==> src/rtl/pmem_round_robin_arbiter_pkg.sv <==
// Shared types for the L1I/L1D -> pmem round-robin arbiter.
//   lc3b_word   : 16-bit line address
//   lc3b_chunk  : 128-bit cache line
//   arb_state_t : arbiter FSM state
//   arb_owner_t : which cache owns (or last owned) the pmem port
package pmem_round_robin_arbiter_pkg;

  typedef logic [15:0]  lc3b_word;
  typedef logic [127:0] lc3b_chunk;

  typedef enum logic [1:0] {
    IDLE    = 2'd0,
    GRANT_I = 2'd1,
    GRANT_D = 2'd2,
    RECOVER = 2'd3
  } arb_state_t;

  typedef enum logic {
    OWNER_I = 1'b0,
    OWNER_D = 1'b1
  } arb_owner_t;

endpackage

==> src/rtl/pmem_round_robin_arbiter_wdog.sv <==
// Grant watchdog for the pmem arbiter. Counts grant cycles that pass without a
// pmem response and flags the cycle on which the grant has waited Cycles cycles.
// Ports:
//   clk_i    : clock
//   rst_i    : synchronous active-high reset
//   active_i : arbiter is in a grant state; counter is cleared whenever low
//   resp_i   : pmem response this cycle (suppresses the increment)
//   expire_o : terminal grant cycle reached (combinational, gated by active_i)
module pmem_arb_wdog #(
  parameter int unsigned Cycles = 255,
  parameter int unsigned Width  = 8
) (
  input  logic clk_i,
  input  logic rst_i,
  input  logic active_i,
  input  logic resp_i,
  output logic expire_o
);

  logic [Width-1:0] cnt_q, cnt_d;

  always_comb begin
    cnt_d = cnt_q;
    if (!active_i) begin
      cnt_d = '0;
    end else if (!resp_i) begin
      cnt_d = cnt_q + Width'(1);
    end
  end

  always_ff @(posedge clk_i) begin
    if (rst_i) begin
      cnt_q <= '0;
    end else begin
      cnt_q <= cnt_d;
    end
  end

  // cnt_q holds (grant cycle number - 1), so this fires on grant cycle Cycles.
  assign expire_o = active_i && (cnt_q == Width'(Cycles - 1));

endmodule

==> src/rtl/pmem_round_robin_arbiter.sv <==
// Registered round-robin arbiter sharing the physical-memory port between the
// L1 instruction and L1 data caches. The winner's address/data/command are
// latched on grant and held until pmem_resp; the response is routed only to the
// owning cache. On contention the cache not recorded in last_grant wins.
// Optional watchdog: define PMEM_ARB_WDOG_EN to abort grants that wait
// WDOG_CYCLES cycles without pmem_resp (pulses arb_timeout and L1x_resp).
// Ports:
//   clk, rst                   : clock, synchronous active-high reset
//   L1I_address, L1I_read      : I-cache request (level, held until L1I_resp)
//   L1D_address, L1D_data,
//   L1D_read, L1D_write        : D-cache request (level, held until L1D_resp)
//   pmem_resp                  : pmem completion pulse
//   pmem_read, pmem_write      : registered pmem command
//   address_to_pmem            : registered latched address
//   data_to_pmem               : registered latched write data
//   L1I_resp, L1D_resp         : completion to the owning cache
//   arb_timeout                : one-cycle watchdog abort pulse (0 if disabled)
module pmem_round_robin_arbiter
  import pmem_round_robin_arbiter_pkg::*;
#(
  parameter int unsigned WDOG_CYCLES = 255,
  parameter int unsigned WDOG_W      = 8
) (
  input  logic      clk,
  input  logic      rst,
  input  lc3b_word  L1I_address,
  input  logic      L1I_read,
  input  lc3b_word  L1D_address,
  input  lc3b_chunk L1D_data,
  input  logic      L1D_read,
  input  logic      L1D_write,
  input  logic      pmem_resp,
  output logic      pmem_read,
  output logic      pmem_write,
  output lc3b_word  address_to_pmem,
  output lc3b_chunk data_to_pmem,
  output logic      L1I_resp,
  output logic      L1D_resp,
  output logic      arb_timeout
);

  arb_state_t state_q, state_d;
  arb_owner_t last_grant_q, last_grant_d;
  lc3b_word   addr_q, addr_d;
  lc3b_chunk  data_q, data_d;
  logic       read_q, read_d;
  logic       write_q, write_d;

  logic i_req, d_req, in_grant, wdog_expire;

  assign i_req    = L1I_read;
  assign d_req    = L1D_read | L1D_write;
  assign in_grant = (state_q == GRANT_I) || (state_q == GRANT_D);

`ifdef PMEM_ARB_WDOG_EN
  pmem_arb_wdog #(
    .Cycles (WDOG_CYCLES),
    .Width  (WDOG_W)
  ) u_wdog (
    .clk_i    (clk),
    .rst_i    (rst),
    .active_i (in_grant),
    .resp_i   (pmem_resp),
    .expire_o (wdog_expire)
  );

  // A real response on the terminal cycle is a normal completion.
  assign arb_timeout = wdog_expire & ~pmem_resp;
`else
  logic unused_wdog_cfg;
  assign unused_wdog_cfg = ^{WDOG_CYCLES, WDOG_W, in_grant};
  assign wdog_expire     = 1'b0;
  assign arb_timeout     = 1'b0;
`endif

  always_comb begin
    state_d      = state_q;
    last_grant_d = last_grant_q;
    addr_d       = addr_q;
    data_d       = data_q;
    read_d       = read_q;
    write_d      = write_q;
    L1I_resp     = 1'b0;
    L1D_resp     = 1'b0;

    unique case (state_q)
      IDLE: begin
        // I wins when alone or when D held the port last; otherwise D if asking.
        if (i_req && (!d_req || (last_grant_q == OWNER_D))) begin
          state_d      = GRANT_I;
          last_grant_d = OWNER_I;
          addr_d       = L1I_address;
          read_d       = 1'b1;
          write_d      = 1'b0;
        end else if (d_req) begin
          state_d      = GRANT_D;
          last_grant_d = OWNER_D;
          addr_d       = L1D_address;
          data_d       = L1D_data;
          // Read and write together is illegal; write takes precedence.
          write_d      = L1D_write;
          read_d       = ~L1D_write;
        end
      end
      GRANT_I: begin
        if (pmem_resp || wdog_expire) begin
          L1I_resp = 1'b1;
          read_d   = 1'b0;
          write_d  = 1'b0;
          state_d  = RECOVER;
        end
      end
      GRANT_D: begin
        if (pmem_resp || wdog_expire) begin
          L1D_resp = 1'b1;
          read_d   = 1'b0;
          write_d  = 1'b0;
          state_d  = RECOVER;
        end
      end
      RECOVER: begin
        // The served cache is still dropping its request; don't sample it.
        state_d = IDLE;
      end
      default: state_d = IDLE;
    endcase
  end

  always_ff @(posedge clk) begin
    if (rst) begin
      state_q      <= IDLE;
      last_grant_q <= OWNER_D;
      addr_q       <= '0;
      data_q       <= '0;
      read_q       <= 1'b0;
      write_q      <= 1'b0;
    end else begin
      state_q      <= state_d;
      last_grant_q <= last_grant_d;
      addr_q       <= addr_d;
      data_q       <= data_d;
      read_q       <= read_d;
      write_q      <= write_d;
    end
  end

  assign pmem_read       = read_q;
  assign pmem_write      = write_q;
  assign address_to_pmem = addr_q;
  assign data_to_pmem    = data_q;

endmodule

==> config.mk <==
export PLATFORM = sky130hd
export DESIGN_NAME = pmem_round_robin_arbiter
export DESIGN_NICKNAME = d
export VERILOG_FILES = /design/src/rtl/pmem_round_robin_arbiter_pkg.sv /design/src/rtl/pmem_round_robin_arbiter_wdog.sv /design/src/rtl/pmem_round_robin_arbiter.sv
export SDC_FILE = /design/constraint.sdc
export NUM_CORES = 1
export LEC_CHECK = 0
export CELL_PAD_IN_SITES_DETAIL_PLACEMENT = 0
export CELL_PAD_IN_SITES_GLOBAL_PLACEMENT = 1
export CORE_MARGIN = 2
export CORE_UTILIZATION = 27
export DETAILED_ROUTE_END_ITERATION = 7
export PLACE_DENSITY = 0.81
export REMOVE_ABC_BUFFERS = 1
export SLEW_MARGIN = 20
export SYNTH_ARGS = -nofsm -noshare
export SYNTH_HDL_FRONTEND = slang
export SYNTH_HIERARCHICAL = 1
export SYNTH_SLANG_ARGS = --single-unit
export TNS_END_PERCENT = 5
==> constraint.sdc <==
create_clock -name clk -period 1.77 [get_ports clk]
set_input_delay 0.2655 -clock clk [delete_from_list [all_inputs] [get_ports clk]]
set_output_delay 0.2655 -clock clk [all_outputs]
set_load 0.02 [all_outputs]
**Word level (Yosys, flattened, before mapping)**

Index checks and enable logic that the tools add are counted.

- Bits in registers: 149
- Output and inout port bits: 149
- Word-level logic and storage cells: 43
- Bits of input ports: 166

- Muxes and demuxes: 18
- Reduce and logical (&&, ||, !) cells: 11
- Equality and inequality tests: 5
- Bitwise operators: 3

Operators with widths:

| kind | number |
|---|---|
| $mux W16 | 2 |
| $mux W1 | 10 |
| $mux W2 | 3 |
| $pmux W2 S3 | 1 |
| $reduce_and A3 Y1 | 2 |
| $eq A2 B2 Y1 const B | 2 |
| $pmux W1 S2 | 2 |
| $reduce_and A2 Y1 | 2 |
| $reduce_bool A2 Y1 | 2 |
| $ne A3 B3 Y1 const B | 1 |
| $eq A2 B1 Y1 const B | 1 |
| $logic_not A2 Y1 | 1 |
| $ne A2 B1 Y1 const B | 1 |
| $not A1 Y1 | 2 |
| $reduce_or A2 Y1 | 1 |
| $logic_and A1 B1 Y1 | 1 |
| $logic_not A1 Y1 | 1 |
| $logic_or A1 B1 Y1 | 1 |
| $or A1 B1 Y1 | 1 |

**Longest topological paths before layout**

- Word-level depth: 6
- Depth in mapped cells: 8

**Least setup slack after synthesis**

Ideal clock, no wire load.

- Path type: reg2reg
- Start point: register state_q[0]
- End point: register data_q[0] (netlist: data_to_pmem[0])
- Library setup time: 0.070 ns
- Path slack: 0.330 ns
- Data arrival time: 1.369 ns
- Period minus slack after synthesis: 1.440 ns
- Stages on the path, launching flop included: 9
- Buffers on the path: 3
- Data required time: 1.700 ns
- Cells stage by stage: dfxtp_1 -> inv_1 -> ha_1 -> buf_2 -> inv_2 -> buf_2 -> clkbuf_1 -> o21ai_0 -> a21oi_1

- Longest elaborated chain between the ends: 2

RTL lines:

| what | line | RTL |
|---|---|---|
| start: declaration | pmem_round_robin_arbiter.sv:42 | `arb_state_t state_q, state_d;` |
| start signal: assignment | pmem_round_robin_arbiter.sv:138 | `state_q <= state_d;` |
| $logic_not A2 Y1 | pmem_round_robin_arbiter.sv:86 | `unique case (state_q)` |
| $reduce_and A3 Y1 (no source line) | n/a |  |
| end signal: assignment | pmem_round_robin_arbiter.sv:141 | `data_q <= data_d;` |
| end: declaration | pmem_round_robin_arbiter.sv:45 | `lc3b_chunk data_q, data_d;` |

Every way passes these cells.
A chain may end at the register's enable or synchronous reset.

**Worst setup path in the final report**

- Start point: register addr_q[12] (netlist: address_to_pmem[12])
- End point: output address_to_pmem[12]

RTL lines:

| what | line | RTL |
|---|---|---|
| start: declaration | pmem_round_robin_arbiter.sv:44 | `lc3b_word addr_q, addr_d;` |
| start signal: assignment | pmem_round_robin_arbiter.sv:140 | `addr_q <= addr_d;` |
| end: declaration | pmem_round_robin_arbiter.sv:35 | `output lc3b_word address_to_pmem,` |

No word-level cell between the ends.

==> flow_metrics.py <==
metrics = {
    "worst_setup_path": {
        "cpPeakStageDelay_ps": 630,
        "path_cells": "clkdlybuf4s50_1",
        "cp.depth": 1,
        "endpoint_kind": "output pin",
        "worstPathBufferInverterCount": 1,
        "worstSetupPathType": "flop to output pin",
        "cp_slowest_cell": "clkdlybuf4s50_1",
        "rr_worst_depth": 6,
        "cp.arrival_ps": 1420,
        "cp_max_fo": 2,
        "startpoint_type": "flop",
        "worstPathRequired_ps": 1500,
        "cp_top_family": "buffers and inverters",
    },
    "place": {
        "dp_slack_ps": -108,
        "io_buffers": 313,
        "place_inst": 1264,
        "placed_area_sq_um": 9530,
        "gp_congestion": 0.770,
        "dp_hpwl_microns": 14300,
    },
    "floorplan": {
        "die_height_microns": 152,
        "core_sq_um": 21700,
        "pin_count": 315,
        "dieArea_sq_um": 23200,
        "die_w_microns": 152,
        "core.rowCount": 54,
        "initial_core_util_pct": 27.4,
    },
    "finish": {
        "fin_util_pct": 46.8,
        "layout-drive-gt1-share_pct": 7.50,
        "most-common-layout-cells": "clkdlybuf4s50_1, dfxtp_1, o21ai_0",
        "design_area_sq_um": 10200,
        "fin_nets": 1172,
        "nFillCells": 2146,
        "layout_commonest_cell": "clkdlybuf4s50_1",
        "antenna_cells": 0,
        "instances_no_fill": 1294,
        "area_delta_synth_final_pct": 70.9,
    },
    "grt": {
        "grt-ovfl-total": 0,
        "grt_max_degree": 80,
        "grt_pass1_wl_microns": 33000,
        "grt_pass1_vias": 6250,
        "antenna_found_initial": 0,
        "grtUsageTotal_pct": 17.3,
    },
    "clock_tree": {
        "path_clk_slew_ps": 60,
        "htreeDepth": 4,
        "cts_root_buf": "clkbuf_16",
        "clockBufferDepth": 2,
        "cts.sinks": 149,
        "cts_tree": "done",
        "postCtsHoldBufs": 0,
        "cts_made_buffers": 17,
        "post_cts_buffers": 0,
        "insertion_delay_ps": 410,
    },
    "run": {
        "maxCapViolations": 0,
    },
    "synth": {
        "synthDistinctLibCells": 33,
        "ys_warn_count": 6,
        "ys_ff_latch": 149,
        "avgSynthCellArea_sq_um": 8.28,
        "synth_area_sq_um": 5940,
        "synthCells": 718,
        "ys_seq_area_share_pct": 50.2,
    },
    "power_and_ir_drop": {
        "power_density_nw_per_um2": 1540,
        "p_sw_w": 0.00590,
        "pwr-share-comb_pct": 45.5,
        "peakVddDrop_v": 0.00124,
        "seq_power_share_pct": 28.9,
        "power_frac_clock_pct": 25.6,
        "leakage_nw": 3.57,
        "p_int_w": 0.00972,
        "p_total_w": 0.0156,
        "swShare_pct": 37.8,
    },
    "sta": {
        "timing.final.ws_setup_ps": 83.7,
        "drv_slew": 0,
        "min_period_ps": 1690,
        "fmax_mhz": 593,
        "rsz0062_at_grt": "false",
        "setup_violations": 0,
        "hold_violations": 0,
        "fin_skew_ps": 12.5,
        "period_share_pct": 95.3,
    },
    "routing": {
        "initialDrtViolationCount": 321,
        "drcViolationCount": 0,
        "wl_per_cell_microns": 16.0,
        "drt_pass1_iterations": 4,
        "drt-total-wl_microns": 20700,
        "vias": 6410,
        "vias_per_cell": 4.95,
        "ant_nets": 0,
    },
    "hold_path": {
        "hold_class": "input pin to flop",
        "min_path_cells": 2,
    },
    "status": {
        "status": "finished, final reports clean",
    },
}
[through the flow]
step / TNS (ps) / hold slack (ps)
finish: 0 / 270
global route: 0 / 268
CTS: 0 / 249
detailed placement: -9800 / 465
global placement: -3750 / 459
floorplan: -424550 / 335
[metal layers]
metal | vias up | share of wire (%) | GRT usage (%)
li1 | 3143 | - | -
met4 | 0 | 1.8 | 4.85
met1 | 2984 | 41 | 20.3
met3 | 27 | 10 | 7.74
met5 | - | 0 | 0
met2 | 256 | 48 | 28.6
[registers in the layout, summed over array words and instances (netlist names)]
name and cells:
data_to_pmem 128, address_to_pmem 16, pmem_write 1, last_grant_q 1, state_q 2, pmem_read 1
[path summary, 6_finish.rpt]
check                            from                   to  slack, ps
setup / recovery  address_to_pmem[12]  address_to_pmem[12]         80
hold / removal                    rst     data_to_pmem[97]        270
setup reg to reg           state_q[0]  address_to_pmem[12]        240
hold reg to reg      data_to_pmem[52]     data_to_pmem[52]        470
[what timing repair did]
| action | 4_1_cts | 5_1_grt |
|---|---|---|
| hold endpoints to repair | 0 | 0 |
| gates cloned | 0 | 0 |
| endpoints found under the setup margin | 2 | 2 |
| resized for setup | 4 | 2 |
[synthesized netlist by cell type]
| library cell | number | area, sq um |
|---|---|---|
| o21ai_0 | 147 | 736 |
| conb_1 | 1 | 3.75 |
| buf_4 | 16 | 120 |
| ha_1 | 3 | 37.5 |
| o21ba_2 | 1 | 10.0 |
| nand3_1 | 144 | 721 |
| buf_1 | 3 | 11.3 |
| nor2b_1 | 1 | 6.26 |
| o2bb2ai_1 | 1 | 8.76 |
| a21oi_1 | 131 | 656 |
| nand2_1 | 1 | 3.75 |
| dfxtp_1 | 149 | 2980 |
| o21a_1 | 1 | 7.51 |
| inv_1 | 4 | 15.0 |
| a2bb2oi_2 | 1 | 15.0 |
| buf_2 | 21 | 105 |
| mux2i_1 | 1 | 10.0 |
| a21boi_0 | 1 | 7.51 |
| a311oi_1 | 16 | 140 |
| o21bai_2 | 1 | 11.3 |
| a21o_1 | 1 | 7.51 |
| buf_6 | 2 | 22.5 |
| nor2_1 | 17 | 63.8 |
| inv_2 | 1 | 3.75 |
| nor4b_1 | 1 | 8.76 |
| o31a_1 | 1 | 8.76 |
| and2_1 | 2 | 12.5 |
| o2bb2ai_2 | 1 | 15.0 |
| nor3_1 | 2 | 10.0 |
| nand3b_1 | 1 | 7.51 |
| nand2b_1 | 1 | 6.26 |
| clkbuf_1 | 43 | 161 |
| a22oi_1 | 1 | 7.51 |
[logic make-up (layout without fill, tap and decap cells)]
kind of cell	count (synthesis)	after routing	share of synthesized area, %
and+or+nand+nor	170	170	14.1
muxes	1	1	0.168
adders and majority gates	3	3	0.632
AOI/OAI and AO/OA	304	304	27.4
DFF	149	149	50.2
buffers and inverters	90	386	7.39
other	1	1	0.0631
[final cells by class]
| cell class | count | area [sq um] | area share [%] |
|---|---|---|---|
| clock buffer | 19 | 443 | 4.36 |
| tap | 280 | 350 | 3.45 |
| timing repair buffer | 351 | 3610 | 35.5 |
| multi-input combinational | 479 | 2560 | 25.2 |
| inverter | 5 | 20.0 | 0.197 |
| sequential | 149 | 2980 | 29.4 |
| clock inverter | 11 | 198 | 1.95 |
[power by group through the flow]
stage	Clock, W	Sequential (W)	Combinational, W
after floorplan	0	0.00486	0.00160
after global placement	0	0.00455	0.00722
after detailed placement	0	0.00458	0.00719
after CTS	0.00409	0.00452	0.00722
after global routing	0.00424	0.00461	0.00776
final	0.00399	0.00451	0.00711
No activity file was read; power rests on OpenSTA's default activity.
==> variant (config.mk and constraints unchanged) <==
The option `PMEM_ARB_WDOG_EN` is turned on by a define.
--- a/src/rtl/pmem_round_robin_arbiter.sv
+++ b/src/rtl/pmem_round_robin_arbiter.sv
@@ -15,6 +15,8 @@
 //   data_to_pmem               : registered latched write data
 //   L1I_resp, L1D_resp         : completion to the owning cache
 //   arb_timeout                : one-cycle watchdog abort pulse (0 if disabled)
+`define PMEM_ARB_WDOG_EN
+
 module pmem_round_robin_arbiter
   import pmem_round_robin_arbiter_pkg::*;
 #(
Function: no difference found for any inputs over 4 cycles, from zero or initial values and one cycle with rst high; that may be too few to reach the edited logic, so the function may still have changed.
==> variant against the unedited design <==
The flow now finishes with violations (negative setup slack); design area up 9.8%; worst setup slack got worse by 200 ps; routed wire length grew 10%; sequential cell count increased by 8; total power rose by 6.2%; register-to-register slack got worse by 170 ps; area after synthesis grew 7.8%; maximum frequency down 11%; critical path type unchanged; critical endpoint is now arb_timeout.
==> variant: results (changes against the unedited design) <==
- Clock buffers: 20 (+1)
- Met3 routed WL: 2220 um (+5.1%)
- Multi-input gate area: 2840 um^2 (+11%)
- Area Growth Syn to Fin: 74.1%
- Vias/cell: 4.83 (-2.5%)
- GPL Wtd Cong: 0.782 (+1.5%)
- Detailed Place HPWL: 16,400 um (+14%)
- Post-DR wirelength/cell: 16.0 um (-0.12%)
- Reg2reg setup slack: 70 ps (-170 ps)
- Final non-clock buffer share: 37.1% (+1.6 points)
- FF-to-FF End: pmem_read$_SDFFE_PP0P_
- Fin worst setup slack: -116 ps (-200 ps)
- Filler instances: 2,310 (+7.6%)
- Netlist cell types: 40 (+21%)
- Vias in the first global route: 6,823 (+9.2%)
- P_leak: 0.00401 uW (+12%)
- Adder-cell share of the synthesized area: 1.17% (+0.54 points)
- Setup Viol. Count Final: 3 (+3)
- Failing checks: negative setup slack
- CP max stage delay: 350 ps (-280 ps)
- Via Count: 6,904 (+7.7%)
- Maximum vdd drop: 0.000915 V (-26%)
- Register area share after synthesis: 49.1% (-1.1 points)
- Outcome: complete, but fails checks
- Yosys reg bits: 157 (+5.4%)
- Non-Clock Inverter Count: 6 (+1)
- Gr usage total: 17.9% (+0.57 points)
- WL met2: 11,100 um (+13%)
- Nets: 1,270 (+8.4%)
- Arr. time, crit path: 1620 ps (+200 ps)
- CP max FO: 4 (+2)
- Worst Reg2Reg Path Length in Cells: 9 (+3)
- GRT met2 Usage: 31.0% (+2.4 points)
- Hold EP: pmem_write$_SDFFE_PP0P_
- Drt pass-1 iters: 5 (+1)
- Sw Share: 36.7% (-1.1 points)
- Num tapcells: 319 (+14%)
- #MultiIn Comb: 515 (+7.5%)
- Top cells by count, synth: dfxtp_1 (157), nand3_1 (144), o21ai_1 (138)
- Initial drt markers: 419 (+31%)
- Clk tree area frac: 5.44% (-0.86 points)
- # resized after CTS: 21 (+17)
- Port Buf Inserts: 314 (+0.32%)
- Highest-delay cell along the critical path: dfxtp_2
- Grt met3 use: 7.23% (-0.51 points)
- Seq power: 4660 uW (+3%)
- Bufs w/o clock: 401 (+14%)
- Synth Area in Compound Gates: 26.2% (-1.2 points)
- Post-CTS Repair Setup Buffers: 3 (+3)
- Reg2Reg Launch Point: state_q[1]$_SDFFE_PP0P_
- First-pass GRT wire length: 35,300 um (+7.2%)
- Metal1 wirelength: 9370 um (+12%)
- Post-Synth XOR/XNOR Area: 0.547% (+0.55 points)
- Combinational Power: 8130 uW (+14%)
- Layout cell share with drive strength beyond 1: 12.3% (+4.8 points)
- Synth area leaders: dfxtp_1 (49%), nand3_1 (11%), o21ai_1 (11%), a21oi_1 (11%), buf_2 (3.2%)
## variant: changes by cell type after synthesis, moves of 5 or more
cell	unedited run	this run
buf_2	21	41
buf_4	16	21
clkbuf_1	43	20
dfxtp_1	149	157
nor2_1	17	25
o21ai_0	147	11
o21ai_1	0	138
## variant: kinds of logic (layout without fill, tap and decap cells)
logic type | count (synthesis) | after routing
compound gates | 313 | 313
xor+xnor | 4 | 4
fa+ha+maj | 6 | 6
buf+inv | 91 | 439
flops | 157 | 157
mux | 1 | 1
simple gates | 191 | 191
## variant: per-stage QoR
stage / hold WS, ps / power (uW) / setup TNS [ps] / setup slack, ps
2_1_floorplan: 335 / 7840 / -198430 / -1520
3_3_place_gp: 463 / 12700 / -680 / -221
3_5_place_dp: 471 / 12700 / -1070 / -250
4_1_cts: 217 / 16700 / -410 / -149
5_1_grt: 237 / 17600 / -551 / -190
6_report: 245 / 16600 / -309 / -116
